==> src/rtl/led_pkg.sv <==
// Shared constants, FSM state type and frame-layout helper for the LED
// matrix frame controller.
package led_pkg;

  localparam int ROWS      = 16;
  localparam int COLS      = 16;
  localparam int ROW_IDX_W = 4;

  // Frame-store sequencer states. The encoding is visible on the debug port.
  typedef enum logic [1:0] {
    IDLE      = 2'd0,
    CLEAR     = 2'd1,
    WAIT_SWAP = 2'd2,
    COPY      = 2'd3
  } fsm_state_t;

  // Bit offset of row k inside the flat 256-bit display bus.
  function automatic int unsigned row_slice(input int unsigned k);
    return k * COLS;
  endfunction

endpackage

==> src/rtl/led_scan_timer.sv <==
// Row-slot prescaler and row scanner. Free-running, independent of the
// frame-store FSM; only reset restarts it.
module led_scan_timer
  import led_pkg::*;
#(
  parameter int SCAN_DIV = 3125
) (
  input  logic                 clk,
  input  logic                 rst_n,
  output logic                 scan_tick,
  output logic [ROW_IDX_W-1:0] scan_row,
  output logic                 frame_start
);

  // A one-bit counter is the smallest legal case (SCAN_DIV == 2).
  localparam int                   CNT_W    = (SCAN_DIV > 2) ? $clog2(SCAN_DIV) : 1;
  localparam logic [CNT_W-1:0]     CNT_MAX  = CNT_W'(SCAN_DIV - 1);
  localparam logic [ROW_IDX_W-1:0] LAST_ROW = ROW_IDX_W'(ROWS - 1);

  logic [CNT_W-1:0]     cnt_q, cnt_d;
  logic [ROW_IDX_W-1:0] row_q, row_d;
  logic                 tick;

  // Tick on the last count of a slot; the row advances on the following cycle.
  always_comb begin
    tick  = (cnt_q == CNT_MAX);
    cnt_d = tick ? '0 : cnt_q + CNT_W'(1);
    row_d = tick ? row_q + ROW_IDX_W'(1) : row_q;
  end

  // Prescaler and row registers.
  always_ff @(posedge clk) begin
    if (!rst_n) begin
      cnt_q <= '0;
      row_q <= '0;
    end else begin
      cnt_q <= cnt_d;
      row_q <= row_d;
    end
  end

  assign scan_tick   = tick;
  assign scan_row    = row_q;
  assign frame_start = tick && (row_q == LAST_ROW);

endmodule

==> src/rtl/led_frame_ctrl.sv <==
// Double-buffered 16x16 LED frame store. The writer fills the back buffer
// through a req/ack handshake and commits; the swap is deferred to the next
// frame boundary so a scan never shows half of two frames. After the swap
// the new front is copied into the new back so the writer can make
// incremental edits.
//
// Write handshake: wr_req is held with wr_row/wr_data stable until wr_ack.
// A request is taken in IDLE when wr_ack was low the previous cycle; the row
// is stored at that posedge and wr_ack pulses for exactly one cycle after.
// While busy (any state other than IDLE) requests are left pending and never
// acknowledged.
module led_frame_ctrl
  import led_pkg::*;
#(
  parameter int SCAN_DIV = 3125
) (
  input  logic                 clk,
  input  logic                 rst_n,
  input  logic                 wr_req,
  input  logic [ROW_IDX_W-1:0] wr_row,
  input  logic [COLS-1:0]      wr_data,
  output logic                 wr_ack,
  input  logic                 commit,
  input  logic                 clear,
  output logic                 busy,
  output logic                 scan_tick,
  output logic [ROW_IDX_W-1:0] scan_row,
  output logic                 frame_start,
  output logic [ROWS*COLS-1:0] disp_frame,
  output logic [1:0]           dbg_state
);

  fsm_state_t           state_q, state_d;
  logic [ROW_IDX_W-1:0] idx_q, idx_d;
  logic                 front_sel_q, front_sel_d;
  logic                 ack_q, ack_d;
  logic                 back_sel;

  // buf_q[b][r] is row r of buffer b; packed rows match the display layout.
  logic [1:0][ROWS-1:0][COLS-1:0] buf_q;

  logic                 wr_en;
  logic [ROW_IDX_W-1:0] wr_idx;
  logic [COLS-1:0]      wr_word;

  logic [ROWS*COLS-1:0] disp_q, disp_d;

  localparam logic [ROW_IDX_W-1:0] LAST_IDX = ROW_IDX_W'(ROWS - 1);

  led_scan_timer #(
    .SCAN_DIV (SCAN_DIV)
  ) u_scan (
    .clk         (clk),
    .rst_n       (rst_n),
    .scan_tick   (scan_tick),
    .scan_row    (scan_row),
    .frame_start (frame_start)
  );

  assign back_sel = ~front_sel_q;

  // Next-state logic and the single back-buffer write port it steers.
  always_comb begin
    state_d     = state_q;
    idx_d       = idx_q;
    front_sel_d = front_sel_q;
    ack_d       = 1'b0;
    wr_en       = 1'b0;
    wr_idx      = wr_row;
    wr_word     = wr_data;

    case (state_q)
      IDLE: begin
        // clear beats commit beats a pending write.
        if (clear) begin
          state_d = CLEAR;
          idx_d   = '0;
        end else if (commit) begin
          state_d = WAIT_SWAP;
        end else if (wr_req && !ack_q) begin
          wr_en = 1'b1;
          ack_d = 1'b1;
        end
      end

      CLEAR: begin
        wr_en   = 1'b1;
        wr_idx  = idx_q;
        wr_word = '0;
        idx_d   = idx_q + ROW_IDX_W'(1);
        if (idx_q == LAST_IDX) begin
          state_d = IDLE;
        end
      end

      WAIT_SWAP: begin
        // Only a boundary seen while already waiting triggers the swap.
        if (frame_start) begin
          front_sel_d = ~front_sel_q;
          idx_d       = '0;
          state_d     = COPY;
        end
      end

      COPY: begin
        // front_sel_q already points at the new front here.
        wr_en   = 1'b1;
        wr_idx  = idx_q;
        wr_word = buf_q[front_sel_q][idx_q];
        idx_d   = idx_q + ROW_IDX_W'(1);
        if (idx_q == LAST_IDX) begin
          state_d = IDLE;
        end
      end

      default: begin
        state_d = IDLE;
      end
    endcase
  end

  // Display image follows the front selection that is about to be latched,
  // so the new frame appears on the cycle right after the swap.
  for (genvar k = 0; k < ROWS; k++) begin : g_disp
    assign disp_d[row_slice(k) +: COLS] = buf_q[front_sel_d][k];
  end

  // Control registers: state, row index, front selection, ack and display.
  always_ff @(posedge clk) begin
    if (!rst_n) begin
      state_q     <= IDLE;
      idx_q       <= '0;
      front_sel_q <= 1'b0;
      ack_q       <= 1'b0;
      disp_q      <= '0;
    end else begin
      state_q     <= state_d;
      idx_q       <= idx_d;
      front_sel_q <= front_sel_d;
      ack_q       <= ack_d;
      disp_q      <= disp_d;
    end
  end

  // Frame buffers; the front buffer is never written, only the back one.
  always_ff @(posedge clk) begin
    if (!rst_n) begin
      buf_q <= '0;
    end else if (wr_en) begin
      buf_q[back_sel][wr_idx] <= wr_word;
    end
  end

  assign wr_ack     = ack_q;
  assign busy       = (state_q != IDLE);
  assign disp_frame = disp_q;
  assign dbg_state  = state_q;

endmodule

==> config.mk <==
export PLATFORM = sky130hd
export DESIGN_NAME = led_frame_ctrl
export DESIGN_NICKNAME = d
export VERILOG_FILES = /design/src/rtl/led_pkg.sv /design/src/rtl/led_scan_timer.sv /design/src/rtl/led_frame_ctrl.sv
export SDC_FILE = /design/constraint.sdc
export NUM_CORES = 2
export LEC_CHECK = 0
export ABC_AREA = 1
export BUFFER_PORTS_ARGS = -buffer_cell sky130_fd_sc_hd__buf_4
export CAP_MARGIN = 25
export CORE_UTILIZATION = 38
export DETAILED_ROUTE_END_ITERATION = 8
export SYNTH_ARGS = -nofsm -noshare
export SYNTH_HDL_FRONTEND = slang
export SYNTH_HIERARCHICAL = 1
export SYNTH_SLANG_ARGS = --single-unit
export TNS_END_PERCENT = 30
==> constraint.sdc <==
create_clock -name clk -period 2.8 [get_ports clk]
set_clock_uncertainty 0.05 [all_clocks]
set_input_delay 0.14 -clock clk [delete_from_list [all_inputs] [get_ports clk]]
set_output_delay 0.14 -clock clk [all_outputs]
set_load 0.01 [all_outputs]
==> impl_metrics.yaml <==
place:
  port_buffers: 290
  numPlacedInstances: 7037
  finalWeightedCongestion: 0.897
  placed_area_mm2: 0.0413
  place_worst_setup_slack_ps: 141
  place_hpwl_um: 94200
sta:
  finalMaxSlewViolations: 0
  final_hold_viol_count: 0
  min_period_ps: 2700
  slew_headroom: 0.407
  fin_crit_sh: 0.966
  setup_viol: 0
  tightest_slew_ps: 883
  setup_tns_ps: 0
  fmax_mhz: 370
  rsz0062_at_grt: "no"
  fin_ws_ps: 95.6
  whs_ps: 26.5
setup_path:
  end_kind: "flip-flop"
  worst-path-buf-inv: 4
  r2r_start: "front_sel_q"
  critPathKind: "reg2reg"
  cpMaxStageDelayCell: "dfxtp_4"
  ff2ff_setup_slack_ps: 100
  critPathArrivalTime_ps: 3260
  worstPathMaxFanout: 40
  crit_chain: "buf_12 > buf_4 > nand2_1 > nand3_1 > nand3_1 > nand2_1 > nand2_1 > nand3_1 > nand3_2 > buf_12 > nand3_1 > nand2_1 > inv_1"
  critPathLaunchType: "flip-flop"
  startpoint: "front_sel_q"
  critical_path.top_delay_family: "simple AND/OR/NAND/NOR gates"
  required_ps: 3350
  slowest_delay_ps: 420
routing:
  via_per_inst: 5.23
  first_pass_iters: 8
  drtIter0Drc: 4442
  wirelength_um: 148000
  vias: 37700
  drc_errors: 0
  wl_per_cell_um: 20.5
  ant_nets: 0
clocking:
  clk_pin_slew_ps: 60
  cts_tree: "built"
  cts_buffers: 92
  postCtsSetupBuffers: 0
  clk_latency_ps: 680
  htreeDepth: 3
  cts.path.max_buffers: 3
  cts-root-buf: "clkbuf_16"
  clock_sinks: 792
global_routing:
  grt_pass1_vias: 33900
  grt_use_total: 0.289
  grt_pass1_wl_um: 218000
  grt_max_degree: 100
  antenna_found_initial: 3
  grt.overflow.total: 0
floorplanning:
  dieArea_mm2: 0.0990
  initial_core_util: 0.384
  die_width_um: 315
  ios: 291
  rows: 114
  die_h_um: 315
  coreArea_mm2: 0.0967
final_layout:
  fin_cells: 7211
  areaGrowthSynthToFinish_pct: 20.2
  fin_nets: 5891
  postLayoutCellArea_mm2: 0.0447
  drive_gt1_frac: 0.117
  num_antenna_cells: 0
  final_util: 0.462
power:
  vdd_drop_max_v: 0.000405
  p_leak_nw: 21.3
  power.density_mw_per_mm2: 627
  total_power_mw: 28.0
logic_synthesis:
  synth_top_family_by_area: "simple AND/OR/NAND/NOR gates"
  syn-mean-instance-area_um2: 6.49
  synth_fa_ha_area_frac: 0.00135
  muxShareOfSynthArea: 0
  yosysWarnings: 6
  syn_nets: 5751
  synth_compound_area_frac: 0.0858
  yosysSeqAreaShare: 0.427
  synth_cell_types: 31
  ys_ff_latch: 792
  netlist_area_mm2: 0.0372
  synthSimpleGateAreaFrac: 0.351
  synth_cells: 5722
  synth-xor-area-share: 0.000707
run:
  drv_cap: 0
status:
  status: "completed"
worst_hold_path:
  hold_start: "wr_data[0]"
  hold_path_class: "in2reg"
## Yosys cell counts
cell | n | area [µm²]
o21ai_1 | 1 | 5.00
xnor2_1 | 3 | 26.3
nand2_4 | 1 | 11.3
inv_1 | 731 | 2740
nand3b_1 | 1 | 7.51
a21oi_1 | 369 | 1850
nor2_4 | 1 | 11.3
clkinv_2 | 1 | 5.00
nand2_1 | 1210 | 4540
nor3_1 | 4 | 20.0
dfxtp_1 | 792 | 15900
inv_2 | 11 | 41.3
nor2_2 | 6 | 37.5
buf_1 | 54 | 203
buf_4 | 71 | 533
buf_2 | 176 | 881
or2_0 | 1 | 6.26
nand4_1 | 2 | 12.5
o211a_1 | 1 | 10.0
ha_1 | 4 | 50.1
o21ai_2 | 1 | 8.76
buf_6 | 2 | 22.5
nand3_2 | 27 | 270
or2_2 | 1 | 6.26
nand2_2 | 2 | 12.5
o21ai_4 | 1 | 16.3
clkinv_1 | 10 | 37.5
nor2_1 | 876 | 3290
o21ai_0 | 260 | 1300
clkbuf_1 | 139 | 522
nand3_1 | 963 | 4820
## placed cells by master, fill, tap and decap left out, types with 2 or more instances in the layout
cell type	count
clkinv_8	3
clkbuf_16	96
clkbuf_8	21
nor3_1	4
nor2_1	876
clkinv_1	9
nand3_1	963
inv_1	730
buf_12	87
xnor2_1	3
inv_4	3
nor2_2	6
clkinv_2	18
dlygate4sd3_1	7
a21oi_1	369
ha_1	4
buf_4	392
dfxtp_4	2
nand2_1	1210
nand4_1	2
dfxtp_1	789
o21ai_0	260
inv_2	9
nand3_2	27
clkinvlp_4	5
bufinv_16	11
nand2_4	2
inv_8	3
buf_6	2
clkbuf_1	11
## kinds of logic (layout without fill, tap and decap cells)
group	Yosys count	after routing
xor+xnor	3	3
fa+ha+maj	4	4
flops	792	792
compound gates	633	633
simple gates	3095	3095
buf+inv	1195	1408
## state kept, by name, summed over array words and instances (netlist names)
register / count
u_scan/scan_row: 4
wr_ack: 1
u_scan/cnt_q: 12
dbg_state: 2
disp_frame: 256
front_sel_q: 1
buf_q: 512
idx_q: 4
## path summary, 6_finish.rpt
kind | endpoint | depth (start not counted)
max | buf_q[502] | 13
min | buf_q[48] | 6
max reg2reg | buf_q[502] | 13
min reg2reg | disp_frame[21] | 2
## where the power goes
group,internal [mW],total [mW],switching [mW]
clock,7.82,12.9,5.10
sequential,11.5,11.7,0.184
combinational,0.928,3.39,2.46
## area by class of cell
class                      count  area, µm²
fill                        9818      52000
multi-input combinational   3735      16300
sequential                   792      15900
timing repair buffer         488       4780
inverter                     753       2850
clock buffer                 128       2730
tap                         1276       1600
clock inverter                39        523
## routing by layer
| layer | share of wire | global-route usage |
|---|---|---|
| met4 | 0.052 | 0.150 |
| met2 | 0.45 | 0.456 |
| met3 | 0.086 | 0.0418 |
| met5 | 0.00012 | 0 |
| met1 | 0.41 | 0.383 |
## worst register-to-register path, delay by kind of cell (launching register included)
kind          cells  cell delay, ps
flops             1             420
buf+inv           4             960
simple gates      9            1220
## repair_timing
| item | in CTS | in global routing |
|---|---|---|
| hold buffers | 7 | 0 |
| hold endpoints to repair | 34 | 0 |
| setup endpoints to repair | 0 | 2 |
| resized for setup | 0 | 1 |
(Power assumes the default switching activity.)
